==> config.mk <==
export PLATFORM = sky130hd
export DESIGN_NAME = pattern_mode_controller
export DESIGN_NICKNAME = d
export VERILOG_FILES = /design/src/rtl/pattern_ctrl_pkg.sv /design/src/rtl/pattern_mode_controller_frame_step_counter.sv /design/src/rtl/pattern_mode_controller.sv
export SDC_FILE = /design/constraint.sdc
export NUM_CORES = 1
export LEC_CHECK = 0
export ABC_AREA = 0
export CORE_ASPECT_RATIO = 1.5
export CORE_UTILIZATION = 35
export CTS_CLUSTER_DIAMETER = 50
export DETAILED_ROUTE_END_ITERATION = 8
export PLACE_DENSITY_LB_ADDON = 0.15
export REMOVE_ABC_BUFFERS = 1
export SLEW_MARGIN = 20
export SYNTH_ARGS = -nofsm -noshare
export SYNTH_HDL_FRONTEND = slang
export SYNTH_SLANG_ARGS = --single-unit
==> constraint.sdc <==
create_clock -name CLK -period 1.53 [get_ports CLK]
set_input_delay 0.459 -clock CLK [delete_from_list [all_inputs] [get_ports CLK]]
set_output_delay 0.459 -clock CLK [all_outputs]
set_load 0.01 [all_outputs]
==> src/rtl/pattern_ctrl_pkg.sv <==
// Shared types and constants for the pattern mode controller: FSM states,
// keystroke codes, pattern codes and small sizing/stepping helpers.
package pattern_ctrl_pkg;

   typedef enum logic [1:0] {
      MANUAL = 2'd0,
      PEND   = 2'd1,
      AUTO   = 2'd2
   } state_t;

   localparam logic [7:0] ASCII_0 = 8'h30;
   localparam logic [7:0] ASCII_9 = 8'h39;
   localparam logic [7:0] ASCII_A = 8'h41;
   localparam logic [7:0] ASCII_a = 8'h61;

   localparam logic [3:0] PAT_BLACK = 4'd0;
   localparam logic [3:0] PAT_RED   = 4'd1;
   localparam logic [3:0] PAT_GREEN = 4'd2;
   localparam logic [3:0] PAT_BLUE  = 4'd3;

   // Width that can hold n-1, never less than one bit.
   function automatic int unsigned cnt_width(input int unsigned n);
      return (n > 1) ? $clog2(n) : 1;
   endfunction

   function automatic logic [3:0] next_pattern(input logic [3:0] cur,
                                               input int unsigned num);
      if (32'(cur) >= num - 1)
         return PAT_BLACK;
      else
         return cur + 4'd1;
   endfunction

endpackage

==> src/rtl/pattern_mode_controller_frame_step_counter.sv <==
// Frame-start edge detector plus dwell counter; o_Step fires on the tick that
// completes FRAMES_PER_STEP enabled ticks.
module frame_step_counter
   import pattern_ctrl_pkg::*;
#(
   parameter int unsigned FRAMES_PER_STEP = 60
) (
   input  logic CLK,
   input  logic RST,
   input  logic i_Frame_Start,
   input  logic i_Clear,
   input  logic i_Enable,
   output logic o_Tick,
   output logic o_Step
);

   localparam int unsigned CW = cnt_width(FRAMES_PER_STEP);
   localparam logic [CW-1:0] LAST = CW'(FRAMES_PER_STEP - 1);

   logic          r_Prev;
   logic [CW-1:0] r_Cnt;
   logic          w_Last;

   assign o_Tick = i_Frame_Start & ~r_Prev;
   assign w_Last = (r_Cnt == LAST);
   assign o_Step = o_Tick & i_Enable & w_Last;

   // Clear beats counting so a byte arriving with a tick never advances the dwell.
   always_ff @(posedge CLK or posedge RST) begin
      if (RST) begin
         r_Prev <= 1'b0;
         r_Cnt  <= '0;
      end else begin
         r_Prev <= i_Frame_Start;
         if (i_Clear)
            r_Cnt <= '0;
         else if (o_Tick && i_Enable)
            r_Cnt <= w_Last ? '0 : r_Cnt + 1'b1;
      end
   end

endmodule

==> src/rtl/pattern_mode_controller.sv <==
// Decodes UART keystrokes into pattern selections and applies them only at
// frame boundaries; also supports an auto-cycle mode driven by frame count.
module pattern_mode_controller
   import pattern_ctrl_pkg::*;
#(
   parameter int unsigned FRAMES_PER_STEP = 60,
   parameter int unsigned NUM_PATTERNS    = 4
) (
   input  logic       CLK,
   input  logic       RST,
   input  logic       i_RX_DV,
   input  logic [7:0] i_RX_Byte,
   input  logic       i_Frame_Start,
   output logic [3:0] o_Pattern,
   output logic       o_Update,
   output logic       o_Auto,
   output logic       o_Pending
);

   state_t     r_State;
   state_t     w_State_Nxt;
   logic [3:0] r_Pattern;
   logic [3:0] r_Next;
   logic       r_Update;
   logic       r_Auto;
   logic       r_Pending;

   logic [3:0] w_Pattern_Nxt;
   logic [3:0] w_Next_Nxt;
   logic       w_Update_Nxt;

   logic       w_In_Digit_Range;
   logic [3:0] w_Digit;
   logic       w_Digit_Ok;
   logic       w_Toggle;
   logic       w_Byte_Evt;
   logic       w_Tick;
   logic       w_Step;

   // ASCII digits carry their value in the low nibble.
   assign w_In_Digit_Range = (i_RX_Byte >= ASCII_0) && (i_RX_Byte <= ASCII_9);
   assign w_Digit          = i_RX_Byte[3:0];
   assign w_Digit_Ok       = i_RX_DV && w_In_Digit_Range && (32'(w_Digit) < NUM_PATTERNS);
   assign w_Toggle         = i_RX_DV && ((i_RX_Byte == ASCII_A) || (i_RX_Byte == ASCII_a));
   assign w_Byte_Evt       = w_Digit_Ok | w_Toggle;

   frame_step_counter #(
      .FRAMES_PER_STEP (FRAMES_PER_STEP)
   ) u_step (
      .CLK           (CLK),
      .RST           (RST),
      .i_Frame_Start (i_Frame_Start),
      .i_Clear       (w_Byte_Evt),
      .i_Enable      ((r_State == AUTO) && !w_Byte_Evt),
      .o_Tick        (w_Tick),
      .o_Step        (w_Step)
   );

   always_ff @(posedge CLK or posedge RST) begin
      if (RST) begin
         r_State   <= MANUAL;
         r_Pattern <= PAT_BLACK;
         r_Next    <= PAT_BLACK;
         r_Update  <= 1'b0;
         r_Auto    <= 1'b0;
         r_Pending <= 1'b0;
      end else begin
         r_State   <= w_State_Nxt;
         r_Pattern <= w_Pattern_Nxt;
         r_Next    <= w_Next_Nxt;
         r_Update  <= w_Update_Nxt;
         r_Auto    <= (w_State_Nxt == AUTO);
         r_Pending <= (w_State_Nxt == PEND);
      end
   end

   always_comb begin
      w_State_Nxt = r_State;
      case (r_State)
         MANUAL: begin
            if (w_Digit_Ok)    w_State_Nxt = PEND;
            else if (w_Toggle) w_State_Nxt = AUTO;
         end
         PEND: begin
            if (w_Toggle)    w_State_Nxt = AUTO;
            else if (w_Tick) w_State_Nxt = MANUAL;
         end
         AUTO: begin
            if (w_Digit_Ok)    w_State_Nxt = PEND;
            else if (w_Toggle) w_State_Nxt = MANUAL;
         end
         default: w_State_Nxt = MANUAL;
      endcase
   end

   // In PEND a same-cycle digit is applied directly at the tick (last byte wins).
   always_comb begin
      w_Pattern_Nxt = r_Pattern;
      w_Next_Nxt    = r_Next;
      w_Update_Nxt  = 1'b0;
      case (r_State)
         MANUAL: begin
            if (w_Digit_Ok) w_Next_Nxt = w_Digit;
         end
         PEND: begin
            if (!w_Toggle) begin
               if (w_Digit_Ok) w_Next_Nxt = w_Digit;
               if (w_Tick) begin
                  w_Pattern_Nxt = w_Digit_Ok ? w_Digit : r_Next;
                  w_Update_Nxt  = 1'b1;
               end
            end
         end
         AUTO: begin
            if (w_Digit_Ok) begin
               w_Next_Nxt = w_Digit;
            end else if (!w_Toggle && w_Step) begin
               w_Pattern_Nxt = next_pattern(r_Pattern, NUM_PATTERNS);
               w_Update_Nxt  = 1'b1;
            end
         end
         default: ;
      endcase
   end

   assign o_Pattern = r_Pattern;
   assign o_Update  = r_Update;
   assign o_Auto    = r_Auto;
   assign o_Pending = r_Pending;

endmodule
==> run_results.csv <==
group,metric,value,unit
run_status,outcome,"complete, but fails checks",
run_status,violations,"setup timing",
final_layout,drive_gt1_share,52.3,%
final_layout,final_nets,196,
power,powerDensity,828,mW/mm2
clock_network,htreeDepth,1,
detailed_routing,route.detailed.drc,0,
worst_setup_path,max_stage_delay,0.33,ns
final_layout,area_growth,68.2,%
clock_network,path_clk_slew,0.07,ns
worst_setup_path,cp.required,1.67,ns
worst_setup_path,crit_path_end_kind,"flop",
die,placementRows,25,
clock_network,cts_sinks,20,
sta,final.setup.tns,-0.622,ns
yosys,synth_most_common_cell,"dfrtp_1",
yosys,syn-instance-count,115,
placed_design,hpwl,2.31,mm
clock_network,cts_tree,"yes",
detailed_routing,routed_wl,3.51,mm
worst_setup_path,cp_num_buf_inv,3,
detailed_routing,drtIter0Drc,32,
run,maxCapViolations,0,
grt,grt_pass1_wl,5.82,mm
yosys,async_flop_share,100,%
grt,antenna_found_initial,0,
power,total_power,0.00167,W
yosys,ys_dominant_reg_cell,"dfrtp_1",
die,start_util,37.2,%
die,die_width,49.8,um
worst_setup_path,regToRegStartpoint,"r_State[1]",
sta,fin_crit_sh,107,%
yosys,ys_types,44,
clock_network,clkLatencyLatePin,0.25,ns
yosys,seq_area_frac_synth,41.7,%
sta,fmax,0.608,GHz
detailed_routing,drt-pass1-iter-count,4,
yosys,synth_area_leader_cell,"dfrtp_1",
clock_network,cts_buffer_depth,2,
sta,slew_headroom,73.0,%
min_path,hp-start,"i_Frame_Start",
sta,fin_ws,-0.115,ns
worst_setup_path,path_cells,"buf_6 -> nor4b_4 -> buf_4 -> buf_6 -> o211ai_1 -> o211ai_4 -> mux2_4",
yosys,yosysWarnings,0,
yosys,ys_top_cells_by_count,"dfrtp_1 (20), inv_1 (7), nand2_1 (7), nand3_1 (7), ha_1 (6)",
final_layout,fin_area,0.00202,mm2
worst_setup_path,crit_top_cell,"buf_6",
yosys,synth_area_leaders,"dfrtp_1 (42%), ha_1 (6.3%), mux2_2 (4.7%), nand3_1 (2.9%), inv_1 (2.2%)",
worst_setup_path,worstSetupStartpoint,"i_RX_Byte[3]",
die,die_area,0.00367,mm2
detailed_routing,wl_per_cell,16.3,um
final_layout,diodes,0,
clock_network,numCtsBuffers,3,
sta,rsz0062_at_grt,"true",
worst_setup_path,criticalPathCategory,"input pin to flop",
placed_design,portBuffers,18,
sta,period_needed,1.64,ns
power,vdd_ir_drop_max,0.637,mV
placed_design,pre_cts_slack,-0.764,ns
yosys,ys_seq_elements,20,
yosys,synth_edf_count,0,
worst_setup_path,critical_path_arrival,1.78,ns
yosys,syn-mean-instance-area,10.4,um2
worst_setup_path,cpMaxStageDelayCell,"mux2_4",
grt,grt_use_total,21.4,%
worst_setup_path,cp-start-kind,"input pin",
sta,slew_violations,0,
grt,grt_start_max_net_pins,21,
die,core-area,0.00322,mm2
yosys,synth_top_area_share,41.7,%
sta,worstMarginPinSlew,0.404,ns
detailed_routing,final_antenna_net_count,0,
min_path,hp-class,"input pin to flop",
die,ios,19,
worst_setup_path,critPathMaxFanout,5,
sta,setup_viol,9,
clock_network,cts-root-buf,"clkbuf_8",
grt,grt_pass1_vias,1230,
placed_design,globalplace.congestion,0.866,
worst_setup_path,crit_family,"buffers and inverters",
sta,finClkSkew,0.00284,ns
detailed_routing,num_vias,1177,
sta,hold_violations,0,
placed_design,placed_area,0.00163,mm2
die,die_h,73.7,um
power,cellLeakagePower,0.946,nW
detailed_routing,drt-vias-per-instance,5.45,
yosys,synth.cell_area,0.00120,mm2
grt,grt_overflow_total,0,
sta,hold-worst-slack,0.473,ns
registers in the layout, summed over array words and instances, names as in the netlist:
signal,count
r_Next,4
o_Auto,1
o_Pattern,4
o_Pending,1
u_step.r_Prev,1
o_Update,1
u_step.r_Cnt,6
r_State,2
kinds of logic (layout without fill, tap and decap cells):
logic type	after synthesis	after routing	share of synthesized area (%)
flip-flops	20	20	41.7
AND/OR/NAND/NOR	44	44	23.6
XOR/XNOR	2	2	1.46
buffers and inverters	10	71	3.23
AO/OA/AOI/OAI	27	27	18.2
adder cells (fa/ha/maj)	6	6	6.26
multiplexers	6	6	5.53
cells in the final DEF, fill, tap and decap left out, drive strengths merged, types with 2 or more instances in the layout:
cell / instances
inv: 7
nand2: 7
a31oi: 2
dfrtp: 20
a41oi: 2
nor2b: 4
o21ai: 5
a21boi: 3
a211oi: 2
nor3: 2
nand3: 7
nor2: 4
a21oi: 2
mux2: 5
o31ai: 2
dlygate4sd2: 8
clkbuf: 4
xor2: 2
nor4b: 2
nand2b: 3
nor3b: 2
buf: 51
ha: 6
o211ai: 4
and2b: 2
or4b: 2
repair_timing:
action                                  4_1_cts  5_1_grt
buffers inserted                              9        6
endpoints found under the setup margin       26       14
resized for setup                            91       21
pin swaps                                    17       12
hold buffers                                  0        0
cloned                                        0        0
power breakdown:
group | internal, W | switching (W)
Clock | 0.000175 | 0.000163
Sequential | 0.000591 | 0.0000423
Combinational | 0.000380 | 0.000320
cell type report:
class / instances / area (um2)
clock buffer: 3 / 41.3
fill: 259 / 1200
timing repair buffer: 61 / 526
sequential: 20 / 500
inverter: 7 / 26.3
multi-input combinational: 85 / 875
tap: 40 / 50.0
layer usage:
layer	vias up	global-route usage, %	routed length (um)
li1	556	-	-
met5	-	0	0
met4	0	9.52	104
met1	581	22.4	1360
met2	30	42.0	1950
met3	10	1.86	98
worst paths after layout:
path	endpoint	slack, ns	cells past startpoint
hold / removal	u_step.r_Prev	0.47	1
setup / recovery	o_Pattern[0]	-0.11	7
max in group asynchronous	o_Update	0.77	3
hold reg to reg	r_Next[2]	0.50	1
min in group asynchronous	r_Next[0]	0.54	3
setup reg to reg	o_Pattern[0]	-0.05	5
worst reg2reg max path, stage by stage, from the launching register on:
cell and delay (ns):
dfrtp_1 0.44, ha_4 0.21, buf_4 0.14, o211ai_1 0.18, o211ai_4 0.18, mux2_4 0.33
metrics by stage:
stage                     cells  utilization, %
after detailed placement    198            50.5
after floorplan             112               -
after global routing        216            62.6
after CTS                   210            58.9
final                       216            62.6
after global placement      198            50.5
Power figures use the tool's default switching activity.
